==> config.mk <==
export PLATFORM = sky130hd
export DESIGN_NAME = branch_predictor_table_ctrl
export DESIGN_NICKNAME = d
export VERILOG_FILES = /design/src/rtl/branch_predictor_table_ctrl.sv
export SDC_FILE = /design/constraint.sdc
export NUM_CORES = 1
export LEC_CHECK = 0
export ABC_AREA = 0
export BUFFER_PORTS_ARGS = -buffer_cell sky130_fd_sc_hd__buf_2
export CAP_MARGIN = 20
export CORE_MARGIN = 8
export CORE_UTILIZATION = 56
export CTS_CLUSTER_DIAMETER = 60
export DETAILED_ROUTE_END_ITERATION = 12
export PLACE_DENSITY = 0.87
export SYNTH_ARGS = -nofsm -noshare
export SYNTH_HDL_FRONTEND = slang
export SYNTH_SLANG_ARGS = --single-unit
==> constraint.sdc <==
create_clock -name clk -period 4.57 [get_ports clk]
set_clock_uncertainty 0.2 [all_clocks]
set_input_delay 0.6855 -clock clk [delete_from_list [all_inputs] [get_ports clk]]
set_output_delay 0.6855 -clock clk [all_outputs]
set_load 0.01 [all_outputs]
==> src/rtl/branch_predictor_table_ctrl.sv <==
// branch_predictor_table_ctrl: table of 2-bit saturating branch predictors with a retiring update queue
//
// Ports:
//   clk, reset         clock; synchronous active-high reset (restarts table init, drops queued updates)
//   lookup_valid/idx   fetch-side lookup request
//   predict_valid      registered response flag for the previous-cycle lookup
//   predict            predicted direction (counter MSB)
//   predict_state      raw 2-bit counter returned by the lookup (held while predict_valid=0)
//   upd_valid/idx/taken resolved branch outcome from execute
//   upd_ready          queue can accept an outcome this cycle (run state and not full)
//   q_count            outcomes queued but not yet written to the table
//   init_done          table initialisation has completed
//
// Build option: define BPT_BYPASS_EN so that a lookup hitting the entry being
// retired in the same cycle returns the post-update counter value.
module branch_predictor_table_ctrl #(
    parameter int          IDX_W      = 4,
    parameter int          QDEPTH     = 4,
    parameter logic [1:0]  INIT_STATE = 2'b10
) (
    input  logic                         clk,
    input  logic                         reset,
    input  logic                         lookup_valid,
    input  logic [IDX_W-1:0]             lookup_idx,
    output logic                         predict_valid,
    output logic                         predict,
    output logic [1:0]                   predict_state,
    input  logic                         upd_valid,
    input  logic [IDX_W-1:0]             upd_idx,
    input  logic                         upd_taken,
    output logic                         upd_ready,
    output logic [$clog2(QDEPTH+1)-1:0]  q_count,
    output logic                         init_done
);
    localparam int N  = 1 << IDX_W;
    localparam int CW = $clog2(QDEPTH + 1);
    localparam int PW = $clog2(QDEPTH);

    typedef enum logic {S_INIT, S_RUN} state_t;

    state_t           state_q, state_d;
    logic [IDX_W-1:0] ptr_q, ptr_d;
    logic [PW-1:0]    wr_ptr_q, wr_ptr_d, rd_ptr_q, rd_ptr_d;
    logic [CW-1:0]    count_q, count_d;
    logic             predict_valid_q, predict_valid_d;
    logic [1:0]       predict_state_q, predict_state_d;
    logic             init_done_q, init_done_d;

    logic [1:0]       table_q [N];
    logic [IDX_W-1:0] q_idx_q [QDEPTH];
    logic             q_taken_q [QDEPTH];

    logic             run, push, pop, wr_en;
    logic [IDX_W-1:0] head_idx, wr_idx;
    logic [1:0]       head_old, head_new, wr_data, rd_val;

    assign run           = (state_q == S_RUN);
    assign upd_ready     = run && (count_q < CW'(QDEPTH));
    assign predict_valid = predict_valid_q;
    assign predict_state = predict_state_q;
    assign predict       = predict_state_q[1];
    assign q_count       = count_q;
    assign init_done     = init_done_q;

    // Retiring head: read-modify-write of the current table value, so
    // back-to-back updates to one index accumulate rather than overwrite.
    assign head_idx = q_idx_q[rd_ptr_q];
    assign head_old = table_q[head_idx];
    assign head_new = q_taken_q[rd_ptr_q] ? ((head_old == 2'b11) ? head_old : head_old + 2'd1)
                                          : ((head_old == 2'b00) ? head_old : head_old - 2'd1);

    always_comb begin
        state_d         = state_q;
        ptr_d           = ptr_q;
        init_done_d     = init_done_q;
        wr_en           = 1'b0;
        wr_idx          = ptr_q;
        wr_data         = INIT_STATE;
        push            = 1'b0;
        pop             = 1'b0;
        predict_valid_d = 1'b0;
        predict_state_d = predict_state_q;
        rd_val          = table_q[lookup_idx];
        if (state_q == S_INIT) begin
            wr_en = 1'b1;
            ptr_d = ptr_q + IDX_W'(1);
            if (ptr_q == IDX_W'(N - 1)) begin
                state_d     = S_RUN;
                init_done_d = 1'b1;
            end
        end else begin
            push    = upd_valid && upd_ready;
            pop     = (count_q != '0);
            wr_en   = pop;
            wr_idx  = head_idx;
            wr_data = head_new;
`ifdef BPT_BYPASS_EN
            rd_val  = (pop && head_idx == lookup_idx) ? head_new : table_q[lookup_idx];
`endif
            predict_valid_d = lookup_valid;
            predict_state_d = lookup_valid ? rd_val : predict_state_q;
        end
        count_d  = count_q + CW'(push) - CW'(pop);
        wr_ptr_d = push ? ((wr_ptr_q == PW'(QDEPTH - 1)) ? '0 : wr_ptr_q + PW'(1)) : wr_ptr_q;
        rd_ptr_d = pop  ? ((rd_ptr_q == PW'(QDEPTH - 1)) ? '0 : rd_ptr_q + PW'(1)) : rd_ptr_q;
    end

    always_ff @(posedge clk) begin
        if (reset) begin
            state_q         <= S_INIT;
            ptr_q           <= '0;
            wr_ptr_q        <= '0;
            rd_ptr_q        <= '0;
            count_q         <= '0;
            predict_valid_q <= 1'b0;
            predict_state_q <= 2'b00;
            init_done_q     <= 1'b0;
        end else begin
            state_q         <= state_d;
            ptr_q           <= ptr_d;
            wr_ptr_q        <= wr_ptr_d;
            rd_ptr_q        <= rd_ptr_d;
            count_q         <= count_d;
            predict_valid_q <= predict_valid_d;
            predict_state_q <= predict_state_d;
            init_done_q     <= init_done_d;
        end
    end

    // Storage arrays carry no reset: the table is rewritten by INIT and queue
    // slots are only read after being pushed.
    always_ff @(posedge clk) begin
        if (wr_en && !reset)
            table_q[wr_idx] <= wr_data;
        if (push && !reset) begin
            q_idx_q[wr_ptr_q]   <= upd_idx;
            q_taken_q[wr_ptr_q] <= upd_taken;
        end
    end
endmodule

==> run_results.csv, run 1 <==
group,metric,value,unit
run_status,status,"finished clean",
placed_design,dp_hpwl,4.75,mm
timing,rsz0062_at_grt,"no",
logic_synthesis,synth_warnings,0,
logic_synthesis,async_flop_share,0,%
clock_network,postCtsHoldBufs,0,
power_and_ir_drop,max-vdd-ir-drop,0.286,mV
timing,max_freq,0.284,GHz
timing,min_period,3.52,ns
setup_path,critPathKind,"reg -> reg",
logic_synthesis,synth_edf_count,52,
final_layout,syn_to_final_growth,11.1,%
detailed_routing,drt_iter0_drc,256,
floorplan,dieHeight,92.2,um
setup_path,critPathMaxFanout,16,
setup_path,slowest_delay,0.90,ns
detailed_routing,drt-wirelength-per-cell,19.1,um
final_layout,antenna_cells,0,
clock_network,h-tree-depth,3,
grt,grt_antenna_before_repair,0,
detailed_routing,routed_wl,6.37,mm
final_layout,nets,279,
grt,track_usage,15.6,%
timing,setup_viol,0,
final_layout,layout-drive-gt1-share,19.8,%
logic_synthesis,yosysTopAreaCell,"edfxtp_1",
floorplan,io_pins,22,
floorplan,die_area,8500,sq um
detailed_routing,ant_nets,0,
clock_network,cts_tree,"built",
logic_synthesis,synth_top_area_share,48.1,%
timing,hold_viol,0,
logic_synthesis,syn_nets,258,
placed_design,numPortBuffers,21,
logic_synthesis,synthTopCellsByArea,"edfxtp_1 48%, dfxtp_1 11%, mux4_2 9.0%",
placed_design,dp_slack,0.975,ns
floorplan,row_count,27,
timing,slew_violations,0,
detailed_routing,drcViolationCount,0,
grt,grt_pass1_wl,10.3,mm
logic_synthesis,synth_area,3250,sq um
grt,overflow,0,
logic_synthesis,netlist_instances,236,
final_layout,fillerInstances,391,
detailed_routing,vias,1969,
setup_path,cpMostUsedCell,"o2111ai_1",
setup_path,start_kind,"flip-flop",
setup_path,critical_path_arrival,3.31,ns
logic_synthesis,syn_area_per_cell,13.8,sq um
setup_path,required,4.36,ns
min_path,hold_class,"reg -> reg",
setup_path,crit_slowest_cell,"mux4_1",
detailed_routing,drtPass1Iterations,4,
clock_network,cts.sinks,70,
timing,relSlewSlack,35.4,%
setup_path,path_cells,"mux4_1 > mux2_2 > o2111ai_1 > o2111ai_1 > o2bb2ai_1",
logic_synthesis,synthTopCellsByCount,"52 x edfxtp_1, 29 x nor2_1, 20 x mux2i_1, 18 x dfxtp_1",
grt,grt_max_degree,21,
logic_synthesis,seq_area_frac_synth,59.1,%
setup_path,critPathCaptureType,"flip-flop",
clock_network,cts_buffers,9,
floorplan,core_area,5540,sq um
min_path,hold_depth,2,
min_path,min_from,"predict_state[0]",
clock_network,path_clk_slew,0.07,ns
placed_design,gp_congestion,0.898,
grt,first_global_vias,2149,
clock_network,cts_resized,0,
floorplan,die_w,92.2,um
clock_network,cts_buffer_depth,2,
clock_network,root_buffer,"clkbuf_8",
clock_network,cts_setup_buffers,0,
clock_network,clkLatencyLatePin,0.33,ns
timing,fin_crit_sh,77.1,%
timing,worstMarginPinSlew,0.970,ns
timing,fin_ws,1.05,ns
setup_path,reg2reg_depth,5,
timing,tns,0,ns
logic_synthesis,synth.most_common_cell,"edfxtp_1",
detailed_routing,via_per_inst,5.90,
power_and_ir_drop,power_density,361,nW/um^2
floorplan,start_util,58.6,%
flow_run,drv_cap,0,
logic_synthesis,ys_ff_latch,70,
logic_synthesis,ys_types,36,
power_and_ir_drop,p_leak,1.31,nW
logic_synthesis,yosys_most_used_dff,"edfxtp_1",
==> layer usage <==
layer  routed length (um)  track usage [%]  up-vias
met5                    0                0        -
met4                   77             5.91        0
met3                  287             3.91        8
met2                 3300             27.1       65
met1                 2710             18.1      962
li1                     -                -      934
==> metrics by stage <==
stage	power, mW	utilization [%]	std cells	hold WS, ns	area (sq um)
after global routing	1.35	65.1	334	0.292	3610
after floorplan	0.730	-	236	0.265	3250
final	1.30	65.1	334	0.264	3610
after CTS	1.31	65.0	333	0.264	3600
after detailed placement	0.745	60.8	317	0.255	3370
after global placement	0.742	60.8	317	0.241	3370
==> report_power, final <==
part	switching, mW	internal (mW)	leakage, nW	total, mW
combinational	0.0259	0.0199	0.602	0.0457
clock	0.207	0.363	0.115	0.570
sequential	0.00464	0.682	0.596	0.686
total	0.238	1.06	1.31	1.30
==> area by class of cell <==
class	count	area, sq um	area share (%)
tap	72	90.1	2.50
multi-input combinational	146	1220	33.9
inverter	8	30.0	0.832
clock inverter	4	95.1	2.64
sequential	70	1920	53.3
timing repair buffer	22	113	3.12
clock buffer	12	135	3.74
==> final timing paths <==
path,endpoint,slack [ns]
max,table_q[10][0],1.05
min,predict_state[0],0.26
max reg2reg,table_q[10][0],1.05
min reg2reg,predict_state[0],0.26
==> kinds of logic (layout without fill, tap and decap cells) <==
kind of cell    after synthesis  after routing  share of synthesized area [%]
compound gates               26             26                           5.55
xor+xnor                      4              4                           1.08
fa+ha+maj                     9              9                           3.70
buf+inv                      20             46                           3.20
flops                        70             70                           59.1
mux                          38             38                           17.8
simple gates                 69             69                           9.51
==> cells in the final DEF, fill, tap and decap left out, types with 3 or more instances in the layout <==
master | synthesis | layout
nand3_1 | 7 | 7
o2111ai_1 | 3 | 3
clkbuf_8 | 0 | 9
nor2_1 | 29 | 29
and2_1 | 4 | 4
nand2_1 | 13 | 13
nor2b_1 | 4 | 4
buf_2 | 2 | 21
edfxtp_1 | 52 | 52
a31oi_1 | 4 | 4
ha_1 | 8 | 8
nor3_1 | 8 | 8
mux2i_1 | 20 | 20
bufinv_16 | 0 | 3
a21oi_1 | 8 | 8
clkbuf_1 | 4 | 3
dfxtp_1 | 18 | 18
mux4_2 | 13 | 13
inv_1 | 8 | 8
mux2_2 | 3 | 3
==> critical path, delay by kind of cell, from the launching register on <==
family	cells	cell delay, ns
flip-flops	1	0.48
AO/OA/AOI/OAI	3	1.22
multiplexers	2	1.29
==> sequential cells by signal, indices dropped and copies added (netlist names), named ones only <==
name,flops
run,1
predict_valid,1
q_taken_q,4
q_idx_q,16
wr_ptr_q,2
table_q,32
predict_state,2
init_done,1
ptr_q,4
rd_ptr_q,2
q_count,3
(Power assumes the default switching activity.)
==> run 2: changes to the inputs <==
- CORE_UTILIZATION: 56 -> 54
- clock period: 4.57 -> 3.2 ns (I/O delays scaled with it)
==> run_results.csv, run 2 (synthesis gave the netlist of run 1 again) <==
group,metric,value,unit
power_and_ir_drop,combinationalPowerShare,3.3,%
power_and_ir_drop,max-vdd-ir-drop,0.355,mV
timing,rsz0062_at_grt,"no",
detailed_routing,ant_nets,0,
clock_network,cts_tree,"built",
setup_path,critPathKind,"reg -> reg",
clock_network,root_buffer,"clkbuf_8",
floorplan,row_count,28,
final_layout,fillerInstances,424,
timing,max_freq,0.337,GHz
timing,setup_viol,0,
final_layout,top_regs,"table_q x32, q_idx_q x16",
power_and_ir_drop,p_seq_share,49.3,%
setup_path,critPathCaptureType,"flip-flop",
final_layout,design_area,3710,sq um
timing,hold_viol,0,
final_layout,largest-register,"table_q",
flow_run,drv_cap,0,
final_layout,final_common_cell,"edfxtp_1",
min_path,hold_class,"in -> reg",
placed_design,dp_hpwl,4.70,mm
timing,worstMarginPinSlew,0.597,ns
detailed_routing,drt_iter0_drc,177,
power_and_ir_drop,swShare,18.5,%
timing,fin_crit_sh,92.7,%
setup_path,start_kind,"flip-flop",
final_layout,nets,285,
timing,slew_violations,0,
final_layout,antenna_cells,0,
power_and_ir_drop,p_leak,1.36,nW
floorplan,die_w,93.6,um
floorplan,io_pins,22,
clock_network,path_clk_slew,0.07,ns
grt,track_usage,15.4,%
timing,tns,0,ns
detailed_routing,vias,1968,
floorplan,die_area,8760,sq um
power_and_ir_drop,p_sw,368,uW
grt,first_global_vias,1980,
detailed_routing,drcViolationCount,0,
floorplan,start_util,55.2,%
setup_path,required,3.07,ns
clock_network,cts_buffer_depth,2,
grt,grt_antenna_before_repair,0,
detailed_routing,via_per_inst,5.74,
power_and_ir_drop,power_density,535,nW/um^2
timing,min_period,2.97,ns
final_layout,layout-drive-gt1-share,23.5,%
floorplan,dieHeight,93.6,um
detailed_routing,drt-wirelength-per-cell,18.4,um
detailed_routing,drtPass1Iterations,4,
floorplan,core_area,5890,sq um
final_layout,final_cell_mix,"52 x edfxtp_1, 29 x nor2_1, 21 x buf_2",
clock_network,cts.sinks,70,
placed_design,dpl_cell_area,3430,sq um
timing,relSlewSlack,60.0,%
clock_network,cts_buffers,9,
grt,overflow,0,
run_status,status,"finished clean",
final_layout,largest_reg_flops,32,
power_and_ir_drop,internal_power,1.62,mW
grt,grt_pass1_wl,10.1,mm
placed_design,gp_congestion,0.882,
final_layout,syn_to_final_growth,14.2,%
clock_network,clkLatencyLatePin,0.35,ns
power_and_ir_drop,clkPwrFrac,47.4,%
setup_path,critical_path_arrival,2.83,ns
placed_design,numPortBuffers,21,
setup_path,critPathMaxFanout,16,
detailed_routing,routed_wl,6.32,mm
clock_network,h-tree-depth,3,
final_layout,post-route-util,63.0,%
clock_network,postCtsHoldBufs,0,
grt,grt_max_degree,20,
-- run 2: stage by stage --
| stage | std cells | setup WS, ns | power [mW] | hold slack, ns |
|---|---|---|---|---|
| floorplan | 236 | 0.371 | 1.04 | 0.265 |
| global placement | 327 | 0.0729 | 1.06 | 0.244 |
| detailed placement | 327 | -0.155 | 1.06 | 0.251 |
| CTS | 343 | 0.218 | 1.99 | 0.149 |
| global route | 343 | 0.0695 | 2.03 | 0.146 |
| finish | 343 | 0.234 | 1.99 | 0.156 |
-- run 2: area by class of cell --
type	count	area (sq um)	area share, %
Sequential cell	70	1920	51.8
Multi-Input combinational cell	146	1240	33.3
Timing Repair Buffer	28	158	4.25
Clock buffer	10	138	3.71
Clock inverter	6	133	3.58
Tap cell	75	93.8	2.53
Inverter	8	30.0	0.809
-- run 2: routing by layer --
| metal | track usage [%] | part of all wire [%] | up-vias | wire length, um |
|---|---|---|---|---|
| met4 | 7.66 | 1.8 | 0 | 113 |
| li1 | - | - | 941 | - |
| met5 | 0 | 0 | - | 0 |
| met1 | 17.7 | 41 | 940 | 2570 |
| met3 | 4.25 | 6.6 | 13 | 415 |
| met2 | 25.9 | 51 | 74 | 3230 |
-- run 2: what timing repair did --
item | in CTS | in global routing
gates resized for setup | 2 | 0
setup buffers | 0 | 0
endpoints found under the setup margin | 32 | 0
-- run 2: power groups by stage --
stage	Sequential [mW]	Clock, mW	Combinational [mW]
4_1_cts	0.979	0.946	0.0654
6_report	0.979	0.942	0.0647
2_1_floorplan	0.996	0	0.0459
3_3_place_gp	0.999	0	0.0623
3_5_place_dp	0.999	0	0.0647
5_1_grt	0.979	0.982	0.0719
-- run 2: critical path: stages (launching register included) --
cell	delay, ns
dfxtp_1	0.36
mux4_1	0.77
mux2i_1	0.20
mux2i_1	0.18
mux2i_1	0.14
o2111ai_1	0.34
a2bb2oi_2	0.50
-- run 2: worst paths after layout --
path	slack [ns]	to	cells after the start	startpoint
hold / removal	0.16	q_idx_q[2][3]	1	upd_idx[3]
setup reg to reg	0.23	table_q[11][1]	6	flip-flop
setup / recovery	0.23	table_q[11][1]	6	flip-flop
hold reg to reg	0.26	predict_state[0]	2	predict_state[0]
==> run 3: changes to the inputs <==
--- a/config.mk
+++ b/config.mk
@@ -10,2 +10,3 @@
 export CAP_MARGIN = 20
+export CORE_ASPECT_RATIO = 1.2
 export CORE_MARGIN = 8
@@ -15,2 +16,3 @@
 export PLACE_DENSITY = 0.87
+export SLEW_MARGIN = 5
 export SYNTH_ARGS = -nofsm -noshare
==> constraint.sdc (replaced) <==
create_clock -name clk -period 3.2 [get_ports clk]
set_clock_uncertainty 0.2 [all_clocks]
set_input_delay 0.16 -clock clk [delete_from_list [all_inputs] [get_ports clk]]
set_output_delay 0.16 -clock clk [all_outputs]
set_load 0.01 [all_outputs]
==> run_results.csv, run 3 (synthesis gave the netlist of run 1 again) <==
group,metric,value,unit
power_and_ir_drop,p_seq_share,54.3,%
placed_design,dpl_cell_area,3440,sq um
timing,slew_violations,0,
timing,max_freq,0.350,GHz
power_and_ir_drop,p_leak,1.38,nW
setup_path,critical_path_arrival,2.72,ns
floorplan,core_area,5930,sq um
clock_network,cts_buffer_depth,2,
detailed_routing,met1Wirelength,2.36,mm
timing,rsz0062_at_grt,"no",
timing,relSlewSlack,63.6,%
power_and_ir_drop,internal_power,1.45,mW
detailed_routing,drtPass1Iterations,4,
run_status,status,"finished clean",
detailed_routing,vias,2023,
grt,track_usage,15.8,%
final_layout,largest-register,"table_q",
detailed_routing,drt_iter0_drc,123,
final_layout,final_common_cell,"edfxtp_1",
power_and_ir_drop,swShare,19.3,%
flow_run,drv_cap,0,
final_layout,largest_reg_flops,32,
grt,overflow,0,
clock_network,cts.sinks,70,
power_and_ir_drop,clkPwrFrac,41.6,%
floorplan,io_pins,22,
timing,min_period,2.86,ns
setup_path,critPathKind,"reg -> reg",
final_layout,syn_to_final_growth,15.3,%
setup_path,required,3.06,ns
power_and_ir_drop,power_density,481,nW/um^2
floorplan,die_area,8770,sq um
clock_network,clkLatencyLatePin,0.33,ns
setup_path,critPathCaptureType,"flip-flop",
power_and_ir_drop,max-vdd-ir-drop,0.496,mV
final_layout,final_cell_mix,"52 x edfxtp_1, 29 x nor2_1, 21 x buf_2",
detailed_routing,drt-wirelength-per-cell,18.0,um
final_layout,post-route-util,63.1,%
detailed_routing,top_layer,"met4",
final_layout,top_regs,"table_q x32, q_idx_q x16",
grt,grt_max_degree,20,
setup_path,critPathMaxFanout,16,
power_and_ir_drop,combinationalPowerShare,4.1,%
floorplan,row_count,31,
grt,grt_pass1_wl,10.3,mm
final_layout,design_area,3750,sq um
floorplan,dieHeight,101,um
clock_network,path_clk_slew,0.07,ns
placed_design,numPortBuffers,21,
min_path,hold_depth,4,
detailed_routing,via_per_inst,5.65,
grt,grt_antenna_before_repair,0,
clock_network,h-tree-depth,3,
final_layout,antenna_cells,0,
clock_network,cts_buffers,9,
power_and_ir_drop,p_sw,349,uW
grt,first_global_vias,2114,
clock_network,root_buffer,"clkbuf_8",
placed_design,gp_congestion,0.999,
min_path,hold_class,"in -> reg",
setup_path,start_kind,"flip-flop",
timing,hold_viol,0,
detailed_routing,routed_wl,6.45,mm
timing,fin_crit_sh,89.4,%
floorplan,start_util,54.8,%
floorplan,die_w,86.8,um
final_layout,nets,293,
detailed_routing,ant_nets,0,
placed_design,dp_hpwl,4.84,mm
clock_network,cts_tree,"built",
final_layout,layout-drive-gt1-share,22.1,%
timing,worstMarginPinSlew,0.543,ns
detailed_routing,wl_met2,3.54,mm
detailed_routing,dr_wl_met3,354,um
setup_path,reg2reg_depth,7,
detailed_routing,drcViolationCount,0,
timing,setup_viol,0,
## run 3: cell types whose count changed in the layout (fill, tap and decap cells not counted), sizes merged
cell / before / now
bufinv: 4 / 1
clkinvlp: 1 / 0
clkbuf: 10 / 13
clkinv: 1 / 2
dlygate4sd3: 0 / 8
## run 3: path summary, 6_finish.rpt
check / slack [ns] / end / start
setup / recovery: 0.34 / table_q[3][0] / flip-flop
hold / removal: 0.17 / predict_state[1] / lookup_idx[3]
setup reg to reg: 0.34 / table_q[3][0] / flip-flop
hold reg to reg: 0.26 / init_done / init_done
## run 3: power by group through the flow
stage	clock network [mW]	registers (mW)	logic, mW
2_1_floorplan	0	0.996	0.0459
3_5_place_dp	0	1.00	0.0662
6_report	0.749	0.980	0.0742
4_1_cts	0.758	0.979	0.0743
3_3_place_gp	0	0.999	0.0638
5_1_grt	0.796	0.979	0.0810
## run 3: what timing repair did
item                                   CTS  global route
resized for setup                        2             0
endpoints found under the hold margin   32             0
setup endpoints to repair               16             0
setup buffers                            0             0
hold buffers                             8             0
## run 3: critical path, cell delays in order, from the launching register on
cell       delay [ns]
dfxtp_1          0.36
mux4_1           0.78
buf_4            0.24
mux2i_1          0.14
nand2_1          0.07
o2111ai_1        0.09
o2111ai_1        0.21
o2bb2ai_2        0.49
## run 3: area by class of cell
class,count,area (sq um)
Tap cell,82,103
Clock buffer,13,180
Timing Repair Buffer,36,238
Multi-Input combinational cell,146,1240
Inverter,8,30.0
Clock inverter,3,38.8
Fill cell,429,2190
Sequential cell,70,1920
## run 3: through the flow
step	cells	setup WS, ns	TNS (ns)	power, mW	hold WS (ns)
finish	358	0.341	0	1.80	0.175
global route	358	0.140	0	1.86	0.216
CTS	358	0.300	0	1.81	0.168
detailed placement	334	-0.0263	-0.417	1.07	0.181
global placement	334	0.154	0	1.06	0.174
floorplan	236	0.371	0	1.04	0.0589
## run 3: per-layer routing
layer  vias to the layer above  track usage [%]
li1                        954                -
met1                       973             15.7
met2                        81             28.9
met3                        15             4.40
met4                         0             8.37
met5                         -                0
